<file path="src/rtl/alu_pkg.sv">
// Constants and types shared by the ALU and the multi-cycle multiply/divide unit
// in the execute stage.
package alu_pkg;

  localparam int WIDTH = 32;

  localparam logic [4:0] OP_ADD = 5'd0;
  localparam logic [4:0] OP_SUB = 5'd1;
  localparam logic [4:0] OP_AND = 5'd2;
  localparam logic [4:0] OP_OR  = 5'd3;
  localparam logic [4:0] OP_SLL = 5'd4;
  localparam logic [4:0] OP_SRA = 5'd5;
  localparam logic [4:0] OP_MUL = 5'd6;
  localparam logic [4:0] OP_DIV = 5'd7;

  typedef enum logic [1:0] {
    IDLE = 2'd0,
    MUL  = 2'd1,
    DIV  = 2'd2,
    DONE = 2'd3
  } md_state_t;

endpackage

</file>
<file path="src/rtl/negate32.sv">
// Two's-complement negate. Used for the divide operand magnitudes and the
// quotient sign fix.
module negate32 #(
  parameter int WIDTH = 32
) (
  input  logic [WIDTH-1:0] value,
  output logic [WIDTH-1:0] negated
);

  assign negated = ~value + WIDTH'(1);

endmodule

</file>
<file path="src/rtl/multdiv.sv">
// Multi-cycle signed multiply (radix-2 Booth) and divide (restoring, on
// magnitudes) sharing one adder/subtractor. One step per cycle.
module multdiv #(
  parameter int WIDTH = alu_pkg::WIDTH,
  parameter int CNT_W = 6
) (
  input  logic             clock,
  input  logic             reset,
  input  logic [WIDTH-1:0] data_operandA,
  input  logic [WIDTH-1:0] data_operandB,
  input  logic             ctrl_MULT,
  input  logic             ctrl_DIV,
  output logic [WIDTH-1:0] data_result,
  output logic             data_exception,
  output logic             data_resultRDY,
  output logic             busy
);
  import alu_pkg::*;

  md_state_t state, state_nxt;
  logic [CNT_W-1:0] cnt;
  logic             start, last, fin;

  // acc is the Booth upper half / divide remainder; q is the multiplier /
  // dividend that shifts out while product low half / quotient shifts in.
  logic signed [WIDTH:0] acc;
  logic [WIDTH-1:0]      q, m;
  logic                  qm1, neg, dz, ovf;

  logic [WIDTH-1:0] neg_a, neg_b, neg_q, abs_a, abs_b;
  logic [1:0]       booth;
  logic signed [WIDTH:0] add_x, add_y, add_sum;
  logic                  add_sub;
  logic [WIDTH:0]        hi;
  logic [WIDTH-1:0]      res_nxt;
  logic                  exc_nxt;

  assign start = ctrl_MULT | ctrl_DIV;
  assign last  = (cnt == CNT_W'(WIDTH));
  assign booth = {q[0], qm1};

  negate32 #(.WIDTH(WIDTH)) u_neg_a (.value(data_operandA), .negated(neg_a));
  negate32 #(.WIDTH(WIDTH)) u_neg_b (.value(data_operandB), .negated(neg_b));
  negate32 #(.WIDTH(WIDTH)) u_neg_q (.value(q),             .negated(neg_q));

  assign abs_a = data_operandA[WIDTH-1] ? neg_a : data_operandA;
  assign abs_b = data_operandB[WIDTH-1] ? neg_b : data_operandB;

  // Shared adder: Booth add/sub of the multiplicand, or trial subtract of the
  // divisor from the shifted remainder. One extra bit keeps both exact.
  always_comb begin
    add_x   = acc;
    add_y   = '0;
    add_sub = 1'b0;
    if (state == DIV) begin
      add_x   = {acc[WIDTH-1:0], q[WIDTH-1]};
      add_y   = {1'b0, m};
      add_sub = 1'b1;
    end else begin
      add_y   = (booth[1] ^ booth[0]) ? {m[WIDTH-1], m} : '0;
      add_sub = (booth == 2'b10);
    end
    add_sum = add_x + (add_sub ? ~add_y : add_y) + {{WIDTH{1'b0}}, add_sub};
  end

  always_ff @(posedge clock) begin
    if (start) begin
      acc <= '0;
      qm1 <= 1'b0;
      neg <= data_operandA[WIDTH-1] ^ data_operandB[WIDTH-1];
      dz  <= (data_operandB == '0);
      ovf <= (data_operandA == {1'b1, {(WIDTH-1){1'b0}}}) && (data_operandB == '1);
      if (ctrl_MULT) begin
        m <= data_operandA;
        q <= data_operandB;
      end else begin
        m <= abs_b;
        q <= abs_a;
      end
    end else if (state == MUL && !last) begin
      acc <= {add_sum[WIDTH], add_sum[WIDTH:1]};
      q   <= {add_sum[0], q[WIDTH-1:1]};
      qm1 <= q[0];
    end else if (state == DIV && !last) begin
      if (!add_sum[WIDTH]) begin
        acc <= add_sum;
        q   <= {q[WIDTH-2:0], 1'b1};
      end else begin
        acc <= add_x;
        q   <= {q[WIDTH-2:0], 1'b0};
      end
    end
  end

  // Result formatting on the cycle that enters DONE.
  always_comb begin
    hi      = {acc[WIDTH-1:0], q[WIDTH-1]};
    res_nxt = q;
    exc_nxt = ~((&hi) | ~(|hi));
    if (state == DIV) begin
      res_nxt = dz ? '0 : (neg ? neg_q : q);
      exc_nxt = dz | ovf;
    end
  end

  always_comb begin
    state_nxt = state;
    if (start) begin
      state_nxt = ctrl_MULT ? MUL : DIV;
    end else begin
      case (state)
        MUL:     if (last) state_nxt = DONE;
        DIV:     if (dz || last) state_nxt = DONE;
        DONE:    state_nxt = IDLE;
        default: state_nxt = state;
      endcase
    end
    busy           = (state == MUL) || (state == DIV);
    data_resultRDY = (state == DONE);
    fin            = busy && (state_nxt == DONE);
  end

  always_ff @(posedge clock or negedge reset) begin
    if (!reset) state <= IDLE;
    else        state <= state_nxt;
  end

  always_ff @(posedge clock or negedge reset) begin
    if (!reset) begin
      cnt            <= '0;
      data_result    <= '0;
      data_exception <= 1'b0;
    end else begin
      if (start)             cnt <= '0;
      else if (busy && !last) cnt <= cnt + CNT_W'(1);
      if (fin) begin
        data_result    <= res_nxt;
        data_exception <= exc_nxt;
      end
    end
  end

endmodule

</file>
<file path="config.mk">
export PLATFORM = sky130hd
export DESIGN_NAME = multdiv
export DESIGN_NICKNAME = d
export VERILOG_FILES = /design/src/rtl/alu_pkg.sv /design/src/rtl/negate32.sv /design/src/rtl/multdiv.sv
export SDC_FILE = /design/constraint.sdc
export NUM_CORES = 1
export LEC_CHECK = 0
export ABC_AREA = 1
export CAP_MARGIN = 20
export CELL_PAD_IN_SITES_DETAIL_PLACEMENT = 1
export CELL_PAD_IN_SITES_GLOBAL_PLACEMENT = 1
export CORE_MARGIN = 2
export CORE_UTILIZATION = 43
export DETAILED_ROUTE_END_ITERATION = 8
export PLACE_DENSITY_LB_ADDON = 0.1
export RECOVER_POWER = 25
export SKIP_LAST_GASP = 1
export SLEW_MARGIN = 20
export SYNTH_ARGS = -nofsm -noshare
export SYNTH_HDL_FRONTEND = slang
export SYNTH_SLANG_ARGS = --single-unit
</file>
<file path="constraint.sdc">
create_clock -name clock -period 3.85 [get_ports clock]
set_input_delay 0.5775 -clock clock [delete_from_list [all_inputs] [get_ports clock]]
set_output_delay 0.5775 -clock clock [all_outputs]
set_load 0.02 [all_outputs]
</file>
==> summary.md, run 1 <==
| Metric | Value |
|---|---|
| Status | finished, violations left |
| Most used DFF post-synth | edfxtp_1 |
| Crit-path cells | inv_2 > ha_2 > nor2_4 > buf_4 > xor2_1 > ha_1 > a21oi_1 > o21a_1 > nand2_1 > a21oi_1 > nand2_1 > nand2_2 > nand2_4 > o21ai_0 > inv_1 > a21oi_1 |
| Gr usage total | between 30 and 40% |
| Worst r2r path cells | 16 |
| Syn-to-layout area delta | 17.3% |
| Clk sinks | about 140 |
| Setup_tns | 0 ns |
| Pwr dens | 540 nW/µm² |
| Core area | between 20000 and 30000 µm² |
| Crit path time final | roughly 3.7 ns |
| Max_slew headroom | -60.4% |
| Slew at the pin closest to its max-slew limit | around 2.4 ns |
| Post-cts hold buffer count | 0 |
| Netlist cell types | 55 |
| Critical Path AT | roughly 4.1 ns |
| FF+latch count, synth | around 140 |
| CP Capture Type | register |
| Peak Freq | around 270 MHz |
| Worst VDD drop | roughly 280 µV |
| Die W | roughly 170 µm |
| N_diodes | 0 |
| Die outline height | ~170 µm |
| Post-synth EDFFs | 67 |
| Crit Path Category | reg -> reg |
| Avg Vias per Cell | ~5.7 |
| Combinational Power Share | between 50% and 60% |
| Number of synthesis warnings | 0 |
| Die Area | roughly 30000 µm² |
| Post-Synthesis Cells | around 1900 |
| Worst min-delay path class | reg -> reg |
| H-tree Lvls | 4 |
| Leak | around 6.7 nW |
| CTS root buf | clkbuf_16 |
| Slew Limit Fails | ~120 |
| Critical Path RT | 4.21 ns |
| First-pass DRT Iterations | 5 |
| Hold path depth | 2 |
| Global route total overflow | 0 |
| Final setup fails | 0 |
| CTS Buffer Depth | 2 |
| Asr flop ratio synth | slightly below 30% |
| CP bufs+invs | 3 |
| Internal Power | about 4.3 mW |
| Dpl cells | about 2400 |
| Synth top cells by count | 572 x nand2_1, 215 x inv_1, 174 x nand3_1 |
| Worst Skew | 0.0116 ns |
| Via count | 13900 |
| Crit path max-delay family | compound AO/OA/AOI/OAI gates |
| Net Sw Frac | between 40% and 50% |
| Row cnt | slightly above 60 |
| Max incr delay on CP | roughly 0.42 ns |
| Initial antenna violation count | 0 |
| Flop pwr share | between 20% and 30% |
| Most common cell in the netlist | nand2_1 |
| Top cell by count, worst path | a21oi_1 |
| Crit start category | register |
| Post-Route WL | between 40 and 50 mm |
| Switching power | approximately 3.6 mW |
| First-pass GRT wire length | approximately 78 mm |
| Area of the mapped netlist | 12500 µm² |
| Skew-Pair Late Insertion Delay | ~0.44 ns |
| Largest net degree at the start of global routing | 56 |
| Syn Area/Cell | 6.44 µm² |
| Hold Fails Final Rpt | 0 |
| CTS tree | yes |
| Nets | between 2000 and 2500 |
| Wirelength per Cell | 20.5 µm |
| IO Count | 103 |
| Routability cong. | roughly 0.98 |
| Post-DRT Antenna Nets | 0 |
| Largest cells by area after synthesis | nand2_1 17%, edfxtp_1 16%, dfrtp_1 8.2%, nand3_1 7.0%, o21ai_0 6.6% |
| Failing checks | max-capacitance violations, max-slew violations |
| Yosys top cell area share | 17.2% |
| Fin cells | approximately 2400 |
| Syn_nets | between 2000 and 2500 |
| Slowest-stage cell, CP | dfrtp_1 |
| Yosys top cell by area | nand2_1 |
| Placed wire-length estimate | approximately 38 mm |
| Crit-path max FO | 16 |
| Tot Pwr | a little under 8 mW |
| Post-synthesis sequential area ratio | between 20% and 30% |
| CTS Buf Count | 17 |
| Final period util | ~96% |
| Part of the power in the clock network | a little over a fifth |
| CTS clk-pin slew, worst paths | 0.06 ns |
| Port-buffer cells | slightly above 100 |
| Number of global-route vias before repair | approximately 14000 |
| # DRC | 0 |
| Initial DRC count | between 900 and 1000 |
| Critical path depth | 16 |
| Initial core utilization | 43.6% |
| Fraction of layout cells with a size suffix above 1 | under 10% |
| Max cap viols | 3 |
## stage by stage
| stage | instance area [µm²] | setup WS (ns) | util (%) | hold slack (ns) |
|---|---|---|---|---|
| CTS | 14500 | 0.0701 | 50.8 | 0.293 |
| finish | 14600 | 0.139 | 51.1 | 0.485 |
| detailed placement | 13900 | -0.0257 | 48.7 | 0.463 |
| floorplan | 12500 | 0.500 | - | 0.282 |
| global route | 14600 | -0.0514 | 51.1 | 0.506 |
| global placement | 13900 | 0.176 | 48.7 | 0.445 |
## routing by layer
layer  global-route usage (%)  vias up  part of all wire, %
li1                         -     6595                    -
met1                     39.9     6733                   41
met2                     58.8      453                   50
met3                     3.24      116                  4.7
met4                     13.6        0                  4.3
met5                        0        -                    0
## area by class of cell
| type | instances | area, µm² |
|---|---|---|
| Fill cell | 3821 | 14000 |
| Multi-Input combinational cell | 1501 | 7680 |
| Sequential cell | 142 | 3720 |
| Timing Repair Buffer | 141 | 1330 |
| Inverter | 223 | 837 |
| Clock buffer | 20 | 489 |
| Tap cell | 384 | 480 |
| Clock inverter | 12 | 95.1 |
## power by group through the flow
stage	clock network (mW)	logic, mW	registers, mW
6_report	1.68	4.03	2.19
5_1_grt	1.75	4.44	2.23
4_1_cts	1.69	3.91	2.19
3_5_place_dp	0	3.86	2.21
3_3_place_gp	0	3.76	2.20
2_1_floorplan	0	2.32	2.34
## kinds of logic (layout without fill, tap and decap cells)
group | Yosys count | after routing | synth area share (%)
buffers and inverters | 295 | 396 | 9.23
adders and majority gates | 44 | 44 | 4.47
xor gates and xnor gates | 87 | 87 | 6.17
DFF | 142 | 142 | 29.8
AOI/OAI and AO/OA | 349 | 349 | 15.5
and+or+nand+nor | 1020 | 1021 | 34.8
## path summary, 6_finish.rpt
| path | from | endpoint | slack, ns |
|---|---|---|---|
| setup / recovery | state[0] | acc[31] | 0.14 |
| min in group asynchronous | reset | cnt[0] | 0.79 |
| hold reg to reg | data_result[15] | data_result[15] | 0.48 |
| max in group asynchronous | reset | data_result[15] | 1.75 |
| hold / removal | data_result[15] | data_result[15] | 0.48 |
| setup reg to reg | state[0] | acc[31] | 0.14 |
## registers in the layout, summed over array words and instances, names as in the netlist
name            cells
acc                33
data_result        32
m                  32
q                  32
cnt                 6
state               2
data_exception      1
dz                  1
neg                 1
ovf                 1
qm1                 1
## cell usage in the layout (no fill, tap or decap), drive strengths merged, types with 25 or more instances in the layout
cell | Yosys | routed
nand2 | 575 | 576
edfxtp | 67 | 67
clkbuf | 54 | 25
nand3 | 176 | 176
dfxtp | 34 | 34
nand4 | 28 | 28
clkdlybuf4s50 | 0 | 99
xor2 | 79 | 79
ha | 43 | 43
a21oi | 105 | 105
nor2 | 168 | 168
dfrtp | 41 | 41
buf | 18 | 36
inv | 221 | 227
o21ai | 178 | 178
nor3 | 30 | 30
## worst min-delay path, delay by kind of cell, from the launching register on
family | cells | cell delay, ns
flops | 1 | 0.34
simple gates | 2 | 0.11
## repair_timing
action / CTS / global route
buffers inserted: 0 / 6
gates cloned: 0 / 1
pin swaps: 0 / 2
resized for setup: 2 / 12
setup endpoints to repair: 31 / 34
Note: power is estimated with default switching activity, not from simulation.
==> inputs of run 2 (changes only) <==
--- a/config.mk
+++ b/config.mk
@@ -15,4 +15,5 @@
 export PLACE_DENSITY_LB_ADDON = 0.1
 export RECOVER_POWER = 25
+export REMOVE_ABC_BUFFERS = 1
 export SKIP_LAST_GASP = 1
 export SLEW_MARGIN = 20
==> constraint.sdc (replaced) <==
create_clock -name clock -period 4.2 [get_ports clock]
set_input_delay 0.63 -clock clock [delete_from_list [all_inputs] [get_ports clock]]
set_output_delay 0.63 -clock clock [all_outputs]
set_load 0.05 [all_outputs]
==> summary.md, run 2 (synthesis gave the netlist of run 1 again) <==
| Metric | Value |
|---|---|
| First-pass GRT wire length | 77.4 mm (-0.42%) |
| Crit start category | register |
| Status | finished, violations left |
| Global route total overflow | 0 (unchanged) |
| Biggest register | acc |
| Die outline height | 174 µm (unchanged) |
| Largest net degree at the start of global routing | 56 (unchanged) |
| CP Capture Type | register |
| Final setup fails | 0 (unchanged) |
| # DRC | 0 (unchanged) |
| Die Area | 30400 µm² (unchanged) |
| Pwr dens | 521 nW/µm² (-3.6%) |
| CTS Buffer Depth | 2 (unchanged) |
| R2R Setup Slk | 0.35 ns (+0.22 ns) |
| Combinational Power Share | 52.4% (+1.4 points) |
| Slew Limit Fails | 126 (+6.8%) |
| Slowest-stage cell, CP | fa_1 |
| Crit path time final | 3.85 ns (+0.134 ns) |
| Worst VDD drop | 363 µV (+28%) |
| Hold Path End | data_result[28] |
| Via count | 13700 (-1.8%) |
| Hold Fails Final Rpt | 0 (unchanged) |
| Fillers | 3911 (+2.4%) |
| Hold Path Origin | data_result[28] |
| Post-cts hold buffer count | 0 (unchanged) |
| Routability cong. | 0.943 (-3.9%) |
| Part of the power in the clock network | 21.2% (about the same) |
| GRT met3 Usage | 4.02% (+0.79 points) |
| CTS Buf Count | 17 (unchanged) |
| Initial antenna violation count | 1 (+1) |
| Max cap viols | 3 (unchanged) |
| Net Sw Frac | 48.6% (+2.8 points) |
| First-pass DRT Iterations | 5 (unchanged) |
| Clk sinks | 142 (unchanged) |
| Initial DRC count | 925 (-2.8%) |
| Internal Power | 3.86 mW (-9.8%) |
| Switching power | 3.66 mW (+1.0%) |
| Post-DRT Antenna Nets | 0 (unchanged) |
| Die W | 174 µm (unchanged) |
| Worst r2r path cells | 24 (+8) |
| Tot Pwr | 7.52 mW (-4.8%) |
| R2R Path Start | state[0] |
| Final period util | 91.5% (-4.8 points) |
| Max incr delay on CP | 0.45 ns (+0.03 ns) |
| Critical Path AT | 4.23 ns (+0.16 ns) |
| N_diodes | 0 (unchanged) |
| Crit-path max FO | 19 (+3) |
| Critical Path RT | 4.58 ns (+0.37 ns) |
| Avg Vias per Cell | 5.67 (-1.1%) |
| RSZ-0062 raised after global routing | false |
| H-tree Lvls | 4 (unchanged) |
| Flop pwr share | 26.4% (-1.3 points) |
| Hold path depth | 2 (unchanged) |
| Max_slew headroom | -64.9% (-4.6 points) |
| Row cnt | 62 (unchanged) |
| Crit path max-delay family | simple AND/OR/NAND/NOR gates |
| Port-buffer cells | 102 (unchanged) |
| Post-Route WL | 49.0 mm (-1.5%) |
| Met1 usage | 39.4% (-0.44 points) |
| Fraction of layout cells with a size suffix above 1 | 4.45% (-1.0 points) |
| Crit Path Category | reg -> reg |
| Final Core Density | 50.5% (-0.66 points) |
| Worst min-delay path class | reg -> reg |
| Peak Freq | 260 MHz (-3.5%) |
| FF-to-FF End | acc[17] |
| Slew at the pin closest to its max-slew limit | 2.47 ns (+0.0687 ns) |
| Worst Skew | 0.0125 ns (+0.000898 ns) |
| Busiest metal layer after global routing | met2 |
| Critical Path Start | state[0] |
| Top cell by count, worst path | nand2_1 |
| Gr usage total | 32.5% (-0.19 points) |
| Max reg flops | 33 (unchanged) |
| Core area | 28600 µm² (unchanged) |
| Syn-to-layout area delta | 15.8% |
| CTS tree | yes |
| Skew-Pair Late Insertion Delay | 0.46 ns (+0.02 ns) |
| Most common cell after layout, fill and taps aside | nand2_1 |
| Nets | 2121 (-0.80%) |
| Placed wire-length estimate | 37.2 mm (-2.1%) |
| Failing checks | max-capacitance violations, max-slew violations |
| Number of global-route vias before repair | 14400 (+1.9%) |
| CP bufs+invs | 5 (+2) |
| IO Count | 103 (unchanged) |
| Crit-path cells | inv_1 > ha_1 > inv_2 > nand2_1 > buf_4 > nand2_1 > xor2_1 > fa_1 > inv_1 > nand3_1 > nand3_1 > nand2_1 > nand2_2 > nand2_1 > nand2_1 > nand2_1 > nand2_1 > nand2_1 > nand2_2 > buf_12 > nand2_1 > nand2_1 > nor2_1 > o21ai_0 |
| Most frequent cells in the layout | 572 x nand2_1, 214 x inv_1, 174 x nand3_1 |
| Met2 Resource Use GR | 58.2% (-0.56 points) |
| Initial core utilization | 43.6% (unchanged) |
| Setup_tns | 0 ns (unchanged) |
| Wirelength per Cell | 20.3 µm (-0.76%) |
| Leak | 6.59 nW (-1.6%) |
| CTS root buf | clkbuf_16 |
| CTS clk-pin slew, worst paths | 0.07 ns (about the same) |
[run 2: per-stage QoR]
step | hold slack [ns] | instance area (µm²) | instances | worst slack [ns]
4_1_cts | 0.378 | 14400 | 2405 | 0.281
3_5_place_dp | 0.464 | 13900 | 2373 | 0.364
5_1_grt | 0.510 | 14400 | 2406 | 0.0418
6_report | 0.485 | 14400 | 2406 | 0.355
3_3_place_gp | 0.448 | 13900 | 2373 | 0.522
2_1_floorplan | 0.334 | 12200 | 1865 | -0.508
[run 2: worst max path at each step]
stage | to | slack (ns) | cells past startpoint
2_1_floorplan | q[0] | -0.51 | 20
3_3_place_gp | acc[17] | 0.52 | 24
3_5_place_dp | acc[3] | 0.36 | 18
4_1_cts | acc[17] | 0.28 | 19
5_1_grt | acc[17] | 0.04 | 24
6_report | acc[17] | 0.35 | 24
[run 2: final cells by class]
| type | count | area [µm²] | area share (%) |
|---|---|---|---|
| tap | 384 | 480 | 3.33 |
| clock buffer | 18 | 439 | 3.04 |
| sequential | 142 | 3720 | 25.7 |
| multi-input combinational | 1500 | 7630 | 52.8 |
| inverter | 223 | 838 | 5.80 |
| timing repair buffer | 125 | 1190 | 8.27 |
| clock inverter | 14 | 150 | 1.04 |
[run 2: timing repair]
item | 4_1_cts | 5_1_grt
buffers inserted | 0 | 1
gates resized for setup | 0 | 1
endpoints found under the setup margin | 0 | 1
[run 2: power by group through the flow]
stage,registers (mW),logic [mW],clock network (mW)
CTS,1.99,3.92,1.62
floorplan,2.50,2.03,0
finish,1.99,3.94,1.59
global placement,2.00,3.80,0
detailed placement,2.01,3.88,0
global route,2.03,4.30,1.67
[run 2: metal layers]
metal | wire, µm | share of wire (%)
met1 | 20500 | 42
met2 | 24600 | 50
met3 | 2120 | 4.3
met4 | 1760 | 3.6
met5 | 0 | 0
[run 2: worst reg2reg max path, stage by stage, from the launching register on]
cell and delay, ns:
dfrtp_1 0.41, inv_1 0.11, ha_1 0.26, inv_2 0.11, nand2_1 0.12, buf_4 0.20
nand2_1 0.08, xor2_1 0.17, fa_1 0.45, inv_1 0.12, nand3_1 0.07, nand3_1 0.13
nand2_1 0.09, nand2_2 0.09, nand2_1 0.06, nand2_1 0.15, nand2_1 0.13, nand2_1 0.11
nand2_1 0.08, nand2_2 0.29, buf_12 0.22, nand2_1 0.07, nand2_1 0.07, nor2_1 0.04
o21ai_0 0.15
